$ cat config.mk
export PLATFORM = sky130hd
export DESIGN_NAME = updown_counter
export DESIGN_NICKNAME = d
export VERILOG_FILES = /design/src/rtl/counter_pkg.sv /design/src/rtl/updown_counter_edge_detect.sv /design/src/rtl/updown_counter.sv
export SDC_FILE = /design/constraint.sdc
export NUM_CORES = 1
export LEC_CHECK = 0
export CAP_MARGIN = 40
export CORE_UTILIZATION = 48
export CTS_CLUSTER_SIZE = 12
export DETAILED_ROUTE_END_ITERATION = 16
export GPL_ROUTABILITY_DRIVEN = 0
export PLACE_DENSITY = 0.78
export SLEW_MARGIN = 20
export SYNTH_ARGS = -nofsm -noshare
export SYNTH_HDL_FRONTEND = slang
export SYNTH_HIERARCHICAL = 1
export SYNTH_SLANG_ARGS = --single-unit
$ cat constraint.sdc
create_clock -name clock -period 2.42 [get_ports clock]
set_input_delay 0.363 -clock clock [delete_from_list [all_inputs] [get_ports clock]]
set_output_delay 0.363 -clock clock [all_outputs]
set_load 0.05 [all_outputs]
$ cat src/rtl/counter_pkg.sv
// counter_pkg: shared constants and the next-state opcode encoding for
// updown_counter. The wrap/saturate choice is made at compile time with the
// UPDOWN_COUNTER_SATURATE_EN macro, consumed in updown_counter.sv.
package counter_pkg;

    // Default counter width in bits.
    localparam int DEFAULT_WIDTH = 8;

    // Next-state opcode chosen each cycle by the decode logic.
    typedef enum logic [1:0] {
        OP_HOLD = 2'd0,
        OP_INC  = 2'd1,
        OP_DEC  = 2'd2,
        OP_LOAD = 2'd3
    } op_e;

    // Tie-breaking rules, highest priority first: reset, load, simultaneous
    // add/sub edges (cancel), add edge, sub edge, hold.
    localparam bit TIE_LOAD_BEATS_EDGES = 1'b1; // edges in a load cycle are dropped
    localparam bit TIE_BOTH_EDGES_HOLD  = 1'b1; // add+sub in one cycle: no change
    localparam bit TIE_FLAG_SET_WINS    = 1'b1; // set beats clear_flags in one cycle

endpackage

$ cat src/rtl/updown_counter_edge_detect.sv
// edge_detect: one-bit rising-edge detector. The previous-sample register
// loads the live input even while reset is high, so a level that is already
// high when reset releases is not seen as a new edge.
module edge_detect (
    input  logic clock,
    input  logic reset,
    input  logic i_level,
    output logic o_rise
);

    logic r_q;

    // Previous-cycle sample; reset deliberately loads the current input.
    always_ff @(posedge clock) begin
        if (reset) begin
            r_q <= i_level;
        end else begin
            r_q <= i_level;
        end
    end

    assign o_rise = i_level & ~r_q;

endmodule

$ cat src/rtl/updown_counter.sv
// updown_counter: up/down modulo-MODULUS counter with edge-detected add/sub
// requests, synchronous load, sticky carry/borrow flags and a registered
// terminal-count output.
// Define UPDOWN_COUNTER_SATURATE_EN to saturate at the range ends instead of
// wrapping; flag behaviour is the same in both builds.
//
// Handshake: there is none; add and sub are level strobes and each 0->1
// transition seen at a clock edge is one request. They must return low for at
// least one cycle between requests.
module updown_counter
    import counter_pkg::*;
#(
    parameter int WIDTH   = DEFAULT_WIDTH,
    parameter int MODULUS = 2 ** WIDTH
) (
    input  logic             clock,
    input  logic             reset,
    input  logic             add,
    input  logic             sub,
    input  logic             load,
    input  logic [WIDTH-1:0] load_value,
    input  logic             clear_flags,
    output logic [WIDTH-1:0] value_out,
    output logic             carry_out,
    output logic             borrow_out,
    output logic             terminal
);

    // Range limits held one bit wider so MODULUS == 2**WIDTH fits the compare.
    localparam logic [WIDTH:0]   MOD_EXT = (WIDTH+1)'(MODULUS);
    localparam logic [WIDTH:0]   MAX_EXT = (WIDTH+1)'(MODULUS - 1);
    localparam logic [WIDTH-1:0] MAX_VAL = WIDTH'(MODULUS - 1);

    logic [WIDTH-1:0] r_value;
    logic             r_carry;
    logic             r_borrow;
    logic             r_terminal;

    logic             w_add_rise;
    logic             w_sub_rise;
    op_e              w_op;
    logic [WIDTH:0]   w_value_ext;
    logic [WIDTH:0]   w_load_ext;
    logic [WIDTH-1:0] w_next_value;
    logic             w_carry_set;
    logic             w_borrow_set;

    edge_detect u_add_edge (
        .clock   (clock),
        .reset   (reset),
        .i_level (add),
        .o_rise  (w_add_rise)
    );

    edge_detect u_sub_edge (
        .clock   (clock),
        .reset   (reset),
        .i_level (sub),
        .o_rise  (w_sub_rise)
    );

    assign w_value_ext = {1'b0, r_value};
    assign w_load_ext  = {1'b0, load_value};

    // Opcode decode: load beats edges, and simultaneous edges cancel.
    always_comb begin
        w_op = OP_HOLD;
        if (load) begin
            w_op = OP_LOAD;
        end else if (w_add_rise && w_sub_rise) begin
            w_op = OP_HOLD;
        end else if (w_add_rise) begin
            w_op = OP_INC;
        end else if (w_sub_rise) begin
            w_op = OP_DEC;
        end
    end

    // Next value and flag-set strobes for the decoded opcode.
    always_comb begin
        w_next_value = r_value;
        w_carry_set  = 1'b0;
        w_borrow_set = 1'b0;
        case (w_op)
            OP_LOAD: begin
                // Out-of-range loads clamp to the top of the range.
                w_next_value = (w_load_ext < MOD_EXT) ? load_value : MAX_VAL;
            end
            OP_INC: begin
                if (w_value_ext < MAX_EXT) begin
                    // Guarded by the compare, so the WIDTH-bit add cannot overflow.
                    w_next_value = r_value + WIDTH'(1);
                end else begin
                    w_carry_set = 1'b1;
`ifdef UPDOWN_COUNTER_SATURATE_EN
                    w_next_value = MAX_VAL;
`else
                    w_next_value = '0;
`endif
                end
            end
            OP_DEC: begin
                if (r_value != '0) begin
                    w_next_value = r_value - WIDTH'(1);
                end else begin
                    w_borrow_set = 1'b1;
`ifdef UPDOWN_COUNTER_SATURATE_EN
                    w_next_value = '0;
`else
                    w_next_value = MAX_VAL;
`endif
                end
            end
            default: begin
                w_next_value = r_value;
            end
        endcase
    end

    // Value, sticky flags and terminal register; a flag set beats clear_flags.
    always_ff @(posedge clock) begin
        if (reset) begin
            r_value    <= '0;
            r_carry    <= 1'b0;
            r_borrow   <= 1'b0;
            r_terminal <= 1'b0;
        end else begin
            r_value    <= w_next_value;
            r_carry    <= w_carry_set  | (r_carry  & ~clear_flags);
            r_borrow   <= w_borrow_set | (r_borrow & ~clear_flags);
            r_terminal <= (w_next_value == MAX_VAL);
        end
    end

    assign value_out  = r_value;
    assign carry_out  = r_carry;
    assign borrow_out = r_borrow;
    assign terminal   = r_terminal;

endmodule

==> reports/metrics.cfg, run 1 <==
[route]
routedWlPerCell_um=16.9
vias=1082
drc=0
routed_wl_um=2940
firstDrtPassIters=6
drt-initial-drc-count=50
ant_nets=0
vias_per_cell=6.22

[synth]
yosys.area.top_type_share=0.259
synth_mux_area_frac=0.0200
synth_compound_area_frac=0.227
syn_inst=118
syn_nets=134
yosys.area_share.simple=0.364
synthFlopType=dfxtp_1
synth-seq-cells=13
async_reset_ff_frac=0
synth_xor_area_frac=0.0349
ys.warnings.count=6
avgSynthCellArea_sq_um=8.50
netlist_area_sq_mm=0.00100
synth_edf_count=0
synth_top_family_by_area=simple AND/OR/NAND/NOR gates
synth-adder-area-share=0.0249
ys_types=48
synth.area.top_cells=dfxtp_1 26%, nor3b_4 3.7%, xnor2_1 3.5%
yosys.area.top_type=dfxtp_1
seq_area_frac_synth=0.259

[clocking]
cts_made_buffers=3
cts_sinks=13
htreeDepth=1
clockBufferDepth=2
post_cts_buffers=0
cts_hold_buffers=0
cts_tree=done
clk_latency_ps=280
clockRootBuffer=clkbuf_4
cts.reportedPaths.clkPinSlew_ps=90
cts_resized=0

[timing]
setup_viol=0
tightest_slew_ps=512
fin_crit_sh=0.946
hold_viol=0
period_minus_slack_ps=2290
rsz0062_at_grt=false
fin_ws_ps=131
max_freq_mhz=437
final_max_slew_viol_count=0
max_slew_margin=0.658
skew_ps=1.90

[final_layout]
nets=164
fin_cells=174
layout_commonest_cell=clkdlybuf4s50_1
antenna_cells=0
mostFrequentLayoutCells=24 x clkdlybuf4s50_1, 13 x dfxtp_1, 10 x buf_4
area_delta_synth_final_pct=32.8
drive_gt1_frac=0.204

[place]
port_buffers=24
dpl.hpwl_um=2250
preCtsSetupSlack_ps=-115
dp.cells=170

[grt]
antenna_found_initial=0
track_usage=0.291
grt_pass1_vias=994
grt_pass1_wl_um=4610
grt_max_degree=14
grt_overflow_total=0

[power]
ir_worst_vdd_mv=0.642
p_leak_uw=0.000507
pwr_density_cell_mw_per_mm2=480
finalPower_uw=639

[setup_path]
endpoint_kind=register
crit_path_start_kind=input port
crit_start=add
crit_type=input port to register
crit_arrival_ps=2460
cp_max_fo=6
critical_path_required_ps=2600
timing.rr.start=value_out[0]

[floorplan]
rows=16
start_util=0.511
chipWidth_um=47.7
core_region_area_sq_mm=0.00196
ioPinCount=25
dieArea_sq_mm=0.00228
die_y_um=47.7

[job]
cap_viol_max_count=0

[worst_hold_path]
min_from=carry_out
hold_path_class=register to register

[run_status]
status=completed

==> power by group <==
part	leakage (uW)	switching [uW]	internal, uW
clock network	0.0000177	76.4	61.3
logic	0.000383	132	109
registers	0.000107	32.6	228
==> cell families (layout without fill, tap and decap cells) <==
group / after synthesis / in the layout
simple gates: 53 / 53
compound gates: 29 / 29
buf+inv: 15 / 44
flops: 13 / 13
xor+xnor: 4 / 4
fa+ha+maj: 2 / 2
mux: 2 / 2
==> synthesized netlist by cell type (all sizes together) (2+ instances only) <==
library cell,n
a211oi,3
a21oi,4
a221oi,3
and3,3
and4b,2
buf,7
clkbuf,2
dfxtp,13
ha,2
inv,6
mux2i,2
nand2,5
nand2b,2
nand3,6
nand4,5
nor2,8
nor2b,6
nor3,6
nor3b,3
o21a,2
o21ai,5
o311ai,2
o31ai,2
or3,3
xnor2,4
==> stage by stage <==
step                 util  instance area [sq um]  TNS [ps]  hold WS, ps
floorplan               -                   1000         0          391
global placement    0.665                   1310         0          458
detailed placement  0.665                   1310      -115          468
CTS                 0.679                   1330         0          474
global route        0.679                   1330         0          495
finish              0.679                   1330         0          472
==> worst paths after layout <==
path	cells after the start	slack, ps	endpoint
worst min register to register	2	470	carry_out
worst max-delay path	8	130	terminal
worst max register to register	9	320	terminal
worst min-delay path	2	470	carry_out
==> critical path: stages <==
cell	delay, ps
clkdlybuf4s50_1	480
nor2b_4	230
nor2b_1	320
or3_1	290
nand4_1	170
a211oi_2	310
nor3_1	80
and4b_1	220
==> flip-flops by register name, indices dropped and copies added (netlist names) <==
signal / flops
u_add_edge/r_q: 1
carry_out: 1
borrow_out: 1
terminal: 1
u_sub_edge/r_q: 1
value_out: 8
==> cell type report <==
class	count	area (sq um)
fill	184	629
sequential	13	260
clock inverter	1	5.00
timing repair buffer	34	315
clock buffer	3	22.5
tap	27	33.8
multi-input combinational	90	673
inverter	6	22.5
==> routing by layer <==
layer  vias up  track usage  wire (um)
met5         -            0          0
met3         6       0.0717        259
li1        500            -          -
met4         0       0.0444         34
met2        71        0.495       1460
met1       505        0.380       1180
(Power assumes the default switching activity.)
==> run 2, diff against run 1 <==
--- a/config.mk
+++ b/config.mk
@@ -5,11 +5,14 @@
 export SDC_FILE = /design/constraint.sdc
 export NUM_CORES = 1
 export LEC_CHECK = 0
+export ABC_AREA = 1
+export ABC_CLOCK_PERIOD_IN_PS = 2420
 export CAP_MARGIN = 40
-export CORE_UTILIZATION = 48
+export CORE_UTILIZATION = 49
 export CTS_CLUSTER_SIZE = 12
 export DETAILED_ROUTE_END_ITERATION = 16
 export GPL_ROUTABILITY_DRIVEN = 0
+export MAX_ROUTING_LAYER = met4
 export PLACE_DENSITY = 0.78
 export SLEW_MARGIN = 20
 export SYNTH_ARGS = -nofsm -noshare
==> reports/metrics.cfg, run 2 <==
[final_layout]
largest_reg_flops=8  ; unchanged
layout_commonest_cell=nand2_1  ; was clkdlybuf4s50_1
fillers=211  ; was 184
area_delta_synth_final_pct=23.9  ; was 32.8%
multi_input_area_sq_um=708  ; was 673 sq um
nets=216  ; was 164
stdcell_area_sq_mm=0.00136  ; was 0.00133 sq mm
mostFrequentLayoutCells=48 x nand2_1, 27 x nor2_1, 24 x clkdlybuf4s50_1  ; was 24 x clkdlybuf4s50_1, 13 x dfxtp_1, 10 x buf_4
regArea_sq_um=260  ; unchanged
final_core_util=0.667  ; was 0.679
drive_gt1_frac=0.166  ; was 0.204
antenna_cells=0  ; unchanged

[clocking]
htreeDepth=1  ; unchanged
cts.reportedPaths.clkPinSlew_ps=80  ; was 90 ps
post_cts_buffers=0  ; unchanged
cts_made_buffers=3  ; unchanged
clk_latency_ps=270  ; was 280 ps
clockBufferDepth=2  ; unchanged
clockRootBuffer=clkbuf_4  ; unchanged
cts_sinks=13  ; unchanged
cts_hold_buffers=0  ; unchanged
cts_tree=done  ; unchanged
cts_resized=0  ; unchanged

[synth]
post-synth-top-count-cell=nand2_1  ; was dfxtp_1
yosys.area.top_type=dfxtp_1  ; unchanged
yosys.area.top_type_share=0.237  ; was 0.259
avgSynthCellArea_sq_um=6.28  ; was 8.50 sq um
synthFlopType=dfxtp_1  ; unchanged
async_reset_ff_frac=0  ; unchanged
ys.warnings.count=6  ; unchanged
netlist_area_sq_mm=0.00110  ; was 0.00100 sq mm
yosys-top-cells-count=48 x nand2_1, 27 x nor2_1, 15 x inv_1  ; was 13 x dfxtp_1, 8 x nor2_1, 6 x inv_1, 6 x nand3_1
syn_inst=175  ; was 118
synth_edf_count=0  ; unchanged
syn_nets=191  ; was 134
synth-seq-cells=13  ; unchanged
synth.area.top_cells=dfxtp_1 24%, nand2_1 16%, nor2_1 9.2%  ; was dfxtp_1 26%, nor3b_4 3.7%, xnor2_1 3.5%
seq_area_frac_synth=0.237  ; was 0.259
ys_types=31  ; was 48

[job]
cap_viol_max_count=0  ; unchanged

[timing]
fin_setup_tns_ps=0  ; unchanged
tightest_slew_ps=503  ; was 512 ps
fin_hold_ws_ps=469  ; was 472 ps
period_minus_slack_ps=2100  ; was 2290 ps
max_slew_margin=0.664  ; was 0.658
final_max_slew_viol_count=0  ; unchanged
hold_viol=0  ; unchanged
rsz0062_at_grt=false  ; unchanged
setup_viol=0  ; unchanged
max_freq_mhz=477  ; was 437 MHz
fin_crit_sh=0.867  ; was 0.946
skew_ps=4.91  ; was 1.90 ps

[floorplan]
dieArea_sq_mm=0.00244  ; was 0.00228 sq mm
ioPinCount=25  ; unchanged
start_util=0.538  ; was 0.511
die_y_um=49.4  ; was 47.7 um
chipWidth_um=49.4  ; was 47.7 um
core_region_area_sq_mm=0.00204  ; was 0.00196 sq mm
rows=16  ; unchanged

[setup_path]
crit_arrival_ps=1740  ; was 2460 ps
crit_path_start_kind=register  ; was input port
crit_type=register to primary output  ; was input port to register
critical_path.max_stage_delay_ps=890  ; was 480 ps
endpoint_kind=primary output  ; was register
critPathSlowestCell=clkdlybuf4s50_1  ; unchanged
worstPathCellList=clkdlybuf4s50_1  ; was clkdlybuf4s50_1, nor2b_4, nor2b_1, or3_1, nand4_1, a211oi_2, nor3_1, and4b_1
cp_top_family=buffers and inverters  ; was simple AND/OR/NAND/NOR gates
path_buf_inv=1  ; unchanged
cp_max_fo=9  ; was 6
critical_path_required_ps=2060  ; was 2600 ps
rrSetupSlack_ps=680  ; was 320 ps

[power]
finalPower_uw=630  ; was 639 uW
pwr_density_cell_mw_per_mm2=463  ; was 480 mW/mm^2
p_leak_uw=0.000594  ; was 0.000507 uW
ir_worst_vdd_mv=0.354  ; was 0.642 mV

[place]
dpl.hpwl_um=2230  ; was 2250 um
dpl-instance-area_sq_mm=0.00134  ; was 0.00131 sq mm
port_buffers=24  ; unchanged

[route]
routed_wl_um=2770  ; was 2940 um
firstDrtPassIters=4  ; was 6
drt-initial-drc-count=31  ; was 50
routedWlPerCell_um=12.2  ; was 16.9 um
ant_nets=0  ; unchanged
vias_per_cell=5.36  ; was 6.22
drc=0  ; unchanged
vias=1212  ; was 1,082

[grt]
grt_max_degree=11  ; was 14
grt_overflow_total=0  ; unchanged
grt_pass1_vias=1152  ; was 994
grt_pass1_wl_um=4760  ; was 4610 um
antenna_found_initial=0  ; unchanged
track_usage=0.258  ; was 0.291

[worst_hold_path]
hold_path_class=register to register  ; unchanged

[run_status]
status=completed  ; unchanged

==> run 2: cell types whose count changed in the layout (fill, tap and decap cells not counted), sizes merged, moves of 3 or more <==
cell	delta
nand3	+13
or3	-3
buf	-10
nand2	+50
clkinv	+3
and3	-3
nor3	-5
a211oi	-3
nor2	+27
a221oi	-3
inv	+13
xnor2	-4
nor2b	-5
==> run 2: layout make-up <==
type	instances	share of cell area
sequential	13	0.191
tap	27	0.0248
timing repair buffer	24	0.176
clock buffer	4	0.0193
multi-input combinational	135	0.520
inverter	23	0.0680
==> run 2: cell families (layout without fill, tap and decap cells) <==
group                      count (synthesis)  count (layout)  synth area share
and+or+nand+nor                          118             118             0.543
DFF                                       13              13             0.237
AOI/OAI and AO/OA                         15              15            0.0786
buffers and inverters                     27              51             0.118
adders and majority gates                  2               2            0.0228
==> run 2: power breakdown <==
part           switching [uW]  internal (uW)
clock network            63.7           63.7
registers                27.5            227
logic                     156           92.5
==> run 2: routing by layer <==
| layer | part of all wire | GRT usage | vias to the layer above |
|---|---|---|---|
| met1 | 0.45 | 0.316 | 551 |
| met5 | 0 | - | - |
| li1 | - | - | 602 |
| met4 | 0.0022 | 0.0637 | 0 |
| met3 | 0.068 | 0.0249 | 2 |
| met2 | 0.48 | 0.447 | 57 |
==> run 2: worst min-delay path, stage by stage, from the launching register on <==
cell     delay [ps]
dfxtp_1         310
nand2_1          60
a21oi_1          60
==> run 2: worst paths after layout <==
| check | endpoint | startpoint | cells after the start |
|---|---|---|---|
| setup / recovery | value_out[2] | value_out[2] | 1 |
| hold / removal | borrow_out | borrow_out | 2 |
| setup reg to reg | terminal | value_out[0] | 10 |
| hold reg to reg | borrow_out | borrow_out | 2 |
==> run 2: metrics by stage <==
step | worst slack (ps) | instances
2_1_floorplan | 577 | 175
3_3_place_gp | 382 | 222
3_5_place_dp | 342 | 222
4_1_cts | 318 | 226
5_1_grt | 290 | 226
6_report | 322 | 226
